[src/rtl/traffic_pkg.sv]
// Shared definitions for the traffic light controller and its input-side helpers.
// Holds the request FSM state type and the default timing constants for the 10 MHz domain.
// No logic. Importers derive their default cycle counts from these constants.
package traffic_pkg;

  typedef enum logic [1:0] {
    IDLE    = 2'd0,
    ARMED   = 2'd1,
    PENDING = 2'd2
  } req_state_t;

  localparam int CLK_HZ      = 10000000;
  localparam int DEBOUNCE_MS = 10;
  localparam int HOLD_MS     = 2000;

  // Cycle counts that correspond to the millisecond constants above.
  localparam int DEBOUNCE_CYCLES_DFLT = (CLK_HZ / 1000) * DEBOUNCE_MS;
  localparam int HOLD_CYCLES_DFLT     = (CLK_HZ / 1000) * HOLD_MS;

endpackage

[src/rtl/input_debouncer.sv]
// Two-flop synchronizer plus debounce counter for a board switch or button.
// Latency: a level change shows on level_o after edge DEBOUNCE_CYCLES+1, counted from the edge that first samples it.
// Backpressure: none. This block free-runs every cycle.
//
// Ports: clk, reset (sync, active high), raw_i (asynchronous level),
//        level_o (debounced level), rise_o (one-cycle pulse on a debounced rising edge).
module input_debouncer #(
  parameter int DEBOUNCE_CYCLES = 100000
) (
  input  logic clk,
  input  logic reset,
  input  logic raw_i,
  output logic level_o,
  output logic rise_o
);

  localparam int CW = $clog2(DEBOUNCE_CYCLES);
  localparam logic [CW-1:0] CNT_LAST = CW'(DEBOUNCE_CYCLES - 1);

  logic          sync1_q, sync2_q;
  logic          level_q, level_d;
  logic          rise_q;
  logic [CW-1:0] cnt_q, cnt_d;

  // The count measures how long the synchronized input has disagreed with the accepted level.
  // Any agreement restarts the count, so a shorter glitch never gets through.
  always_comb begin
    level_d = level_q;
    cnt_d   = cnt_q;
    if (sync2_q == level_q) begin
      cnt_d = '0;
    end else if (cnt_q == CNT_LAST) begin
      level_d = sync2_q;
      cnt_d   = '0;
    end else begin
      cnt_d = cnt_q + CW'(1);
    end
  end

  always_ff @(posedge clk) begin
    if (reset) begin
      sync1_q <= 1'b0;
      sync2_q <= 1'b0;
      level_q <= 1'b0;
      rise_q  <= 1'b0;
      cnt_q   <= '0;
    end else begin
      sync1_q <= raw_i;
      sync2_q <= sync1_q;
      level_q <= level_d;
      // The pulse is registered together with the level, so it covers the first high cycle.
      rise_q  <= level_d & ~level_q;
      cnt_q   <= cnt_d;
    end
  end

  assign level_o = level_q;
  assign rise_o  = rise_q;

endmodule

[src/rtl/sensor_request_conditioner.sv]
// Turns the raw secondary-road car sensor into a latched car request for the traffic light controller.
// Latency: car_request rises after edge DEBOUNCE_CYCLES+2, or DEBOUNCE_CYCLES+HOLD_CYCLES+2 with SENSOR_HOLD_EN. It falls one edge after request_ack.
// Backpressure: the request stays latched until request_ack. An ack outside PENDING is ignored.
//
// Ports: clk, reset (sync, active high), sensor_raw (async switch), request_ack (one-cycle grant pulse),
//        sensor_level (debounced), rise_pulse (debounced rising edge), car_request (latched request).
// Build option: define SENSOR_HOLD_EN to require HOLD_CYCLES of continuous presence before a request.
// Without it, a debounced high raises the request directly.
module sensor_request_conditioner
  import traffic_pkg::*;
#(
  parameter int DEBOUNCE_CYCLES = DEBOUNCE_CYCLES_DFLT,
  parameter int HOLD_CYCLES     = HOLD_CYCLES_DFLT
) (
  input  logic clk,
  input  logic reset,
  input  logic sensor_raw,
  input  logic request_ack,
  output logic sensor_level,
  output logic rise_pulse,
  output logic car_request
);

  logic       level;
  req_state_t state_q;
  logic       car_request_q;

  input_debouncer #(
    .DEBOUNCE_CYCLES(DEBOUNCE_CYCLES)
  ) u_debouncer (
    .clk    (clk),
    .reset  (reset),
    .raw_i  (sensor_raw),
    .level_o(level),
    .rise_o (rise_pulse)
  );

`ifdef SENSOR_HOLD_EN
  localparam int HW = (HOLD_CYCLES > 1) ? $clog2(HOLD_CYCLES) : 1;
  localparam logic [HW-1:0] HOLD_LAST = HW'(HOLD_CYCLES - 1);

  logic [HW-1:0] hold_q;

  always_ff @(posedge clk) begin
    if (reset) begin
      state_q       <= IDLE;
      car_request_q <= 1'b0;
      hold_q        <= '0;
    end else begin
      case (state_q)
        IDLE: begin
          hold_q <= '0;
          if (level) begin
            state_q <= ARMED;
          end
        end
        ARMED: begin
          if (!level) begin
            state_q <= IDLE;
            hold_q  <= '0;
          end else if (hold_q == HOLD_LAST) begin
            state_q       <= PENDING;
            car_request_q <= 1'b1;
            hold_q        <= '0;
          end else begin
            hold_q <= hold_q + HW'(1);
          end
        end
        PENDING: begin
          // The request stays latched even if the car leaves. Only the grant clears it.
          if (request_ack) begin
            state_q       <= IDLE;
            car_request_q <= 1'b0;
          end
        end
        default: begin
          state_q       <= IDLE;
          car_request_q <= 1'b0;
          hold_q        <= '0;
        end
      endcase
    end
  end
`else
  // The hold time has no effect in this build.
  localparam int hold_cycles_unused = HOLD_CYCLES;

  always_ff @(posedge clk) begin
    if (reset) begin
      state_q       <= IDLE;
      car_request_q <= 1'b0;
    end else begin
      case (state_q)
        IDLE: begin
          if (level) begin
            state_q       <= PENDING;
            car_request_q <= 1'b1;
          end
        end
        PENDING: begin
          // The request stays latched even if the car leaves. Only the grant clears it.
          if (request_ack) begin
            state_q       <= IDLE;
            car_request_q <= 1'b0;
          end
        end
        default: begin
          state_q       <= IDLE;
          car_request_q <= 1'b0;
        end
      endcase
    end
  end
`endif

  assign sensor_level = level;
  assign car_request  = car_request_q;

endmodule

[config.mk]
export PLATFORM = sky130hd
export DESIGN_NAME = sensor_request_conditioner
export DESIGN_NICKNAME = d
export VERILOG_FILES = /design/src/rtl/traffic_pkg.sv /design/src/rtl/input_debouncer.sv /design/src/rtl/sensor_request_conditioner.sv
export SDC_FILE = /design/constraint.sdc
export NUM_CORES = 1
export LEC_CHECK = 0
export CAP_MARGIN = 20
export CORE_MARGIN = 1
export CORE_UTILIZATION = 35
export DETAILED_ROUTE_END_ITERATION = 12
export GPL_ROUTABILITY_DRIVEN = 0
export PLACE_DENSITY_LB_ADDON = 0.2
export SYNTH_ARGS = -nofsm -noshare
export SYNTH_HDL_FRONTEND = slang
export SYNTH_SLANG_ARGS = --single-unit
[constraint.sdc]
create_clock -name clk -period 1.5 [get_ports clk]
set_input_delay 0.225 -clock clk [delete_from_list [all_inputs] [get_ports clk]]
set_output_delay 0.225 -clock clk [all_outputs]
set_load 0.05 [all_outputs]
==> impl_metrics.env <==
export IMPL_rsz_0062_raised_after_global_routing="false"
export IMPL_highest_signal_layer="met4"
export IMPL_instances_no_fill=152
export IMPL_cts_path_max_buffers=2
export IMPL_design_die_area_mm2=0.00296
export IMPL_grt_remaining_overflow=0
export IMPL_cts_tree="done"
export IMPL_crit_end_element="flop"
export IMPL_place_detailed_instances=149
export IMPL_hold_buffers=0
export IMPL_power_frac_seq_pct=67.0
export IMPL_syn_num_nets=107
export IMPL_mostFrequentLayoutCell="dfxtp_1"
export IMPL_final_cell_mix="22 x dfxtp_1, 17 x nor2_1, 15 x buf_4, 8 x xor2_1"
export IMPL_hold_path_class="flop to flop"
export IMPL_flow_area_growth_from_synthesis_pct=22.9
export IMPL_die_height_um=54.4
export IMPL_fin_util_pct=46.4
export IMPL_firstDrtPassIters=4
export IMPL_antenna_diode_count=0
export IMPL_route_detailed_drc=0
export IMPL_clock_tree_root_cell="clkbuf_4"
export IMPL_detailroute_wirelength_met3_um=59
export IMPL_postPlaceCellArea_mm2=0.00116
export IMPL_cts_resized_gates=0
export IMPL_synthesis_area_per_instance_um2=9.42
export IMPL_period_needed_ns=1.38
export IMPL_finalNetCount=129
export IMPL_pwr_density_cell_mw_per_mm2=744
export IMPL_drt_wirelength_per_cell_um=11.8
export IMPL_finalHoldViolCount=0
export IMPL_drive_gt1_share_pct=23.0
export IMPL_core_footprint_mm2=0.00254
export IMPL_rows=18
export IMPL_synthesis_yosys_warnings=0
export IMPL_clock_latency_ns=0.31
export IMPL_dr_total_vias=762
export IMPL_post_synthesis_instance_area_um2=961
export IMPL_initial_antenna_violation_count=0
export IMPL_die_x_um=54.4
export IMPL_drv_cap=0
export IMPL_grt_total_usage_pct=13.8
export IMPL_fmax_mhz=725
export IMPL_fin_area_mm2=0.00118
export IMPL_power_static_leakage_nw=0.433
export IMPL_power_switching_w=0.000182
export IMPL_wire_length_of_the_first_global_routing_pass_mm=2.86
export IMPL_start_util_pct=37.8
export IMPL_synth_edff_count=0
export IMPL_routed_wl_mm=1.80
export IMPL_numPortBuffers=6
export IMPL_vdd_ir_drop_worst_mv=0.768
export IMPL_status="completed"
export IMPL_power_share_switching_pct=20.7
export IMPL_clock_power_share_pct=30.1
export IMPL_critPathArrivalTime_ns=1.64
export IMPL_clkTransAtPathRegs_ns=0.12
export IMPL_dpl_hpwl_mm=1.34
export IMPL_finalMaxSlewViolations=0
export IMPL_tightest_slew_ns=0.339
export IMPL_crit_required_ns=1.76
export IMPL_grt_max_degree=16
export IMPL_vias_per_cell=5.01
export IMPL_totalNegativeSetupSlack_ns=0
export IMPL_syn_instance_count=102
export IMPL_setup_violations=0
export IMPL_dr_first_iter_drc_count=11
export IMPL_cts_htree_levels=1
export IMPL_ys_seq_elements=22
export IMPL_antenna_violating_nets_remaining=0
export IMPL_yosys_cell_types_count=28
export IMPL_post_cts_setup_buffers=0
export IMPL_synth_top_flop_cell="dfxtp_1"
export IMPL_cts_num_sinks=22
export IMPL_period_share_pct=92.0
export IMPL_worst_slew_margin_relative_to_its_limit_pct=77.2
export IMPL_route_layer_met1_wl_um=932
export IMPL_detailroute_wirelength_met2_um=789
export IMPL_power_share_combinational_pct=2.9
export IMPL_worst_clk_skew_ns=0.00897
export IMPL_startpoint_type="flop"
export IMPL_cp_max_fo=5
export IMPL_yosysSeqAreaShare_pct=45.8
export IMPL_async_reset_ff_share_pct=0
export IMPL_timing_setup_critical_path_class="flop to flop"
export IMPL_tritoncts_num_buffers=3
export IMPL_first_global_vias=650
export IMPL_internal_power_w=0.000697
export IMPL_pin_count=7
[layer usage]
| metal | vias up | GRT usage [%] |
|---|---|---|
| met2 | 8 | 21.1 |
| met3 | 2 | 5.83 |
| met4 | 0 | 2.56 |
| li1 | 395 | - |
| met1 | 357 | 18.0 |
| met5 | - | 0 |
[metrics by stage]
stage / total power, W / setup WS, ns / hold WS [ns]
after floorplan: 0.000610 / 0.0134 / 0.297
after global placement: 0.000627 / 0.0966 / 0.418
after detailed placement: 0.000628 / 0.118 / 0.429
after CTS: 0.000891 / 0.0896 / 0.456
after global routing: 0.000919 / 0.0292 / 0.465
final: 0.000879 / 0.120 / 0.451
[worst paths after layout]
path / start / endpoint / slack (ns) / depth (start not counted)
worst max-delay path: u_debouncer.cnt_q[7]$_SDFF_PP0_ / u_debouncer.cnt_q[16]$_SDFF_PP0_ / 0.12 / 4
worst min-delay path: u_debouncer.sync1_q$_SDFF_PP0_ / u_debouncer.sync2_q$_SDFF_PP0_ / 0.45 / 1
worst max register to register: u_debouncer.cnt_q[7]$_SDFF_PP0_ / u_debouncer.cnt_q[16]$_SDFF_PP0_ / 0.12 / 4
worst min register to register: u_debouncer.sync1_q$_SDFF_PP0_ / u_debouncer.sync2_q$_SDFF_PP0_ / 0.45 / 1
[power by group through the flow]
stage                logic [W]  clock network [W]  registers (W)
finish               0.0000254           0.000265       0.000589
CTS                  0.0000260           0.000276       0.000589
global route         0.0000280           0.000302       0.000589
floorplan           0.00000816                  0       0.000602
global placement     0.0000255                  0       0.000602
detailed placement   0.0000256                  0       0.000602
[layout make-up]
type	count	area, um^2
fill	250	1360
multi-input combinational	75	490
sequential	22	440
timing repair buffer	20	183
tap	30	37.5
clock buffer	3	22.5
inverter	2	7.51
[state kept, by name (all words and copies together) (netlist names)]
name / cells
state_q: 1
u_debouncer.sync1_q: 1
u_debouncer.sync2_q: 1
u_debouncer.cnt_q: 17
u_debouncer.rise_o: 1
u_debouncer.level_o: 1
[critical path, cell delays in order, from the launching register on]
cell     delay (ns)
dfxtp_1        0.42
and3_1         0.25
nand3_1        0.15
or3_1          0.38
a21oi_2        0.13
[synth_stat cells, types with 3 or more instances]
cell type	n	area [um^2]
and3_1	4	25.0
buf_4	3	22.5
dfxtp_1	22	440
nand2_1	3	11.3
nand3_1	6	30.0
nand4_1	5	31.3
nor2_1	17	63.8
xnor2_1	6	52.6
xor2_1	8	70.1
[cells by family after synthesis]
family / share of synthesized area [%]
AO/OA/AOI/OAI: 3.65
XOR/XNOR: 12.8
AND/OR/NAND/NOR: 32.3
multiplexers: 1.04
buffers and inverters: 3.13
adder cells (fa/ha/maj): 1.30
flip-flops: 45.8
(Power assumes the default switching activity.)
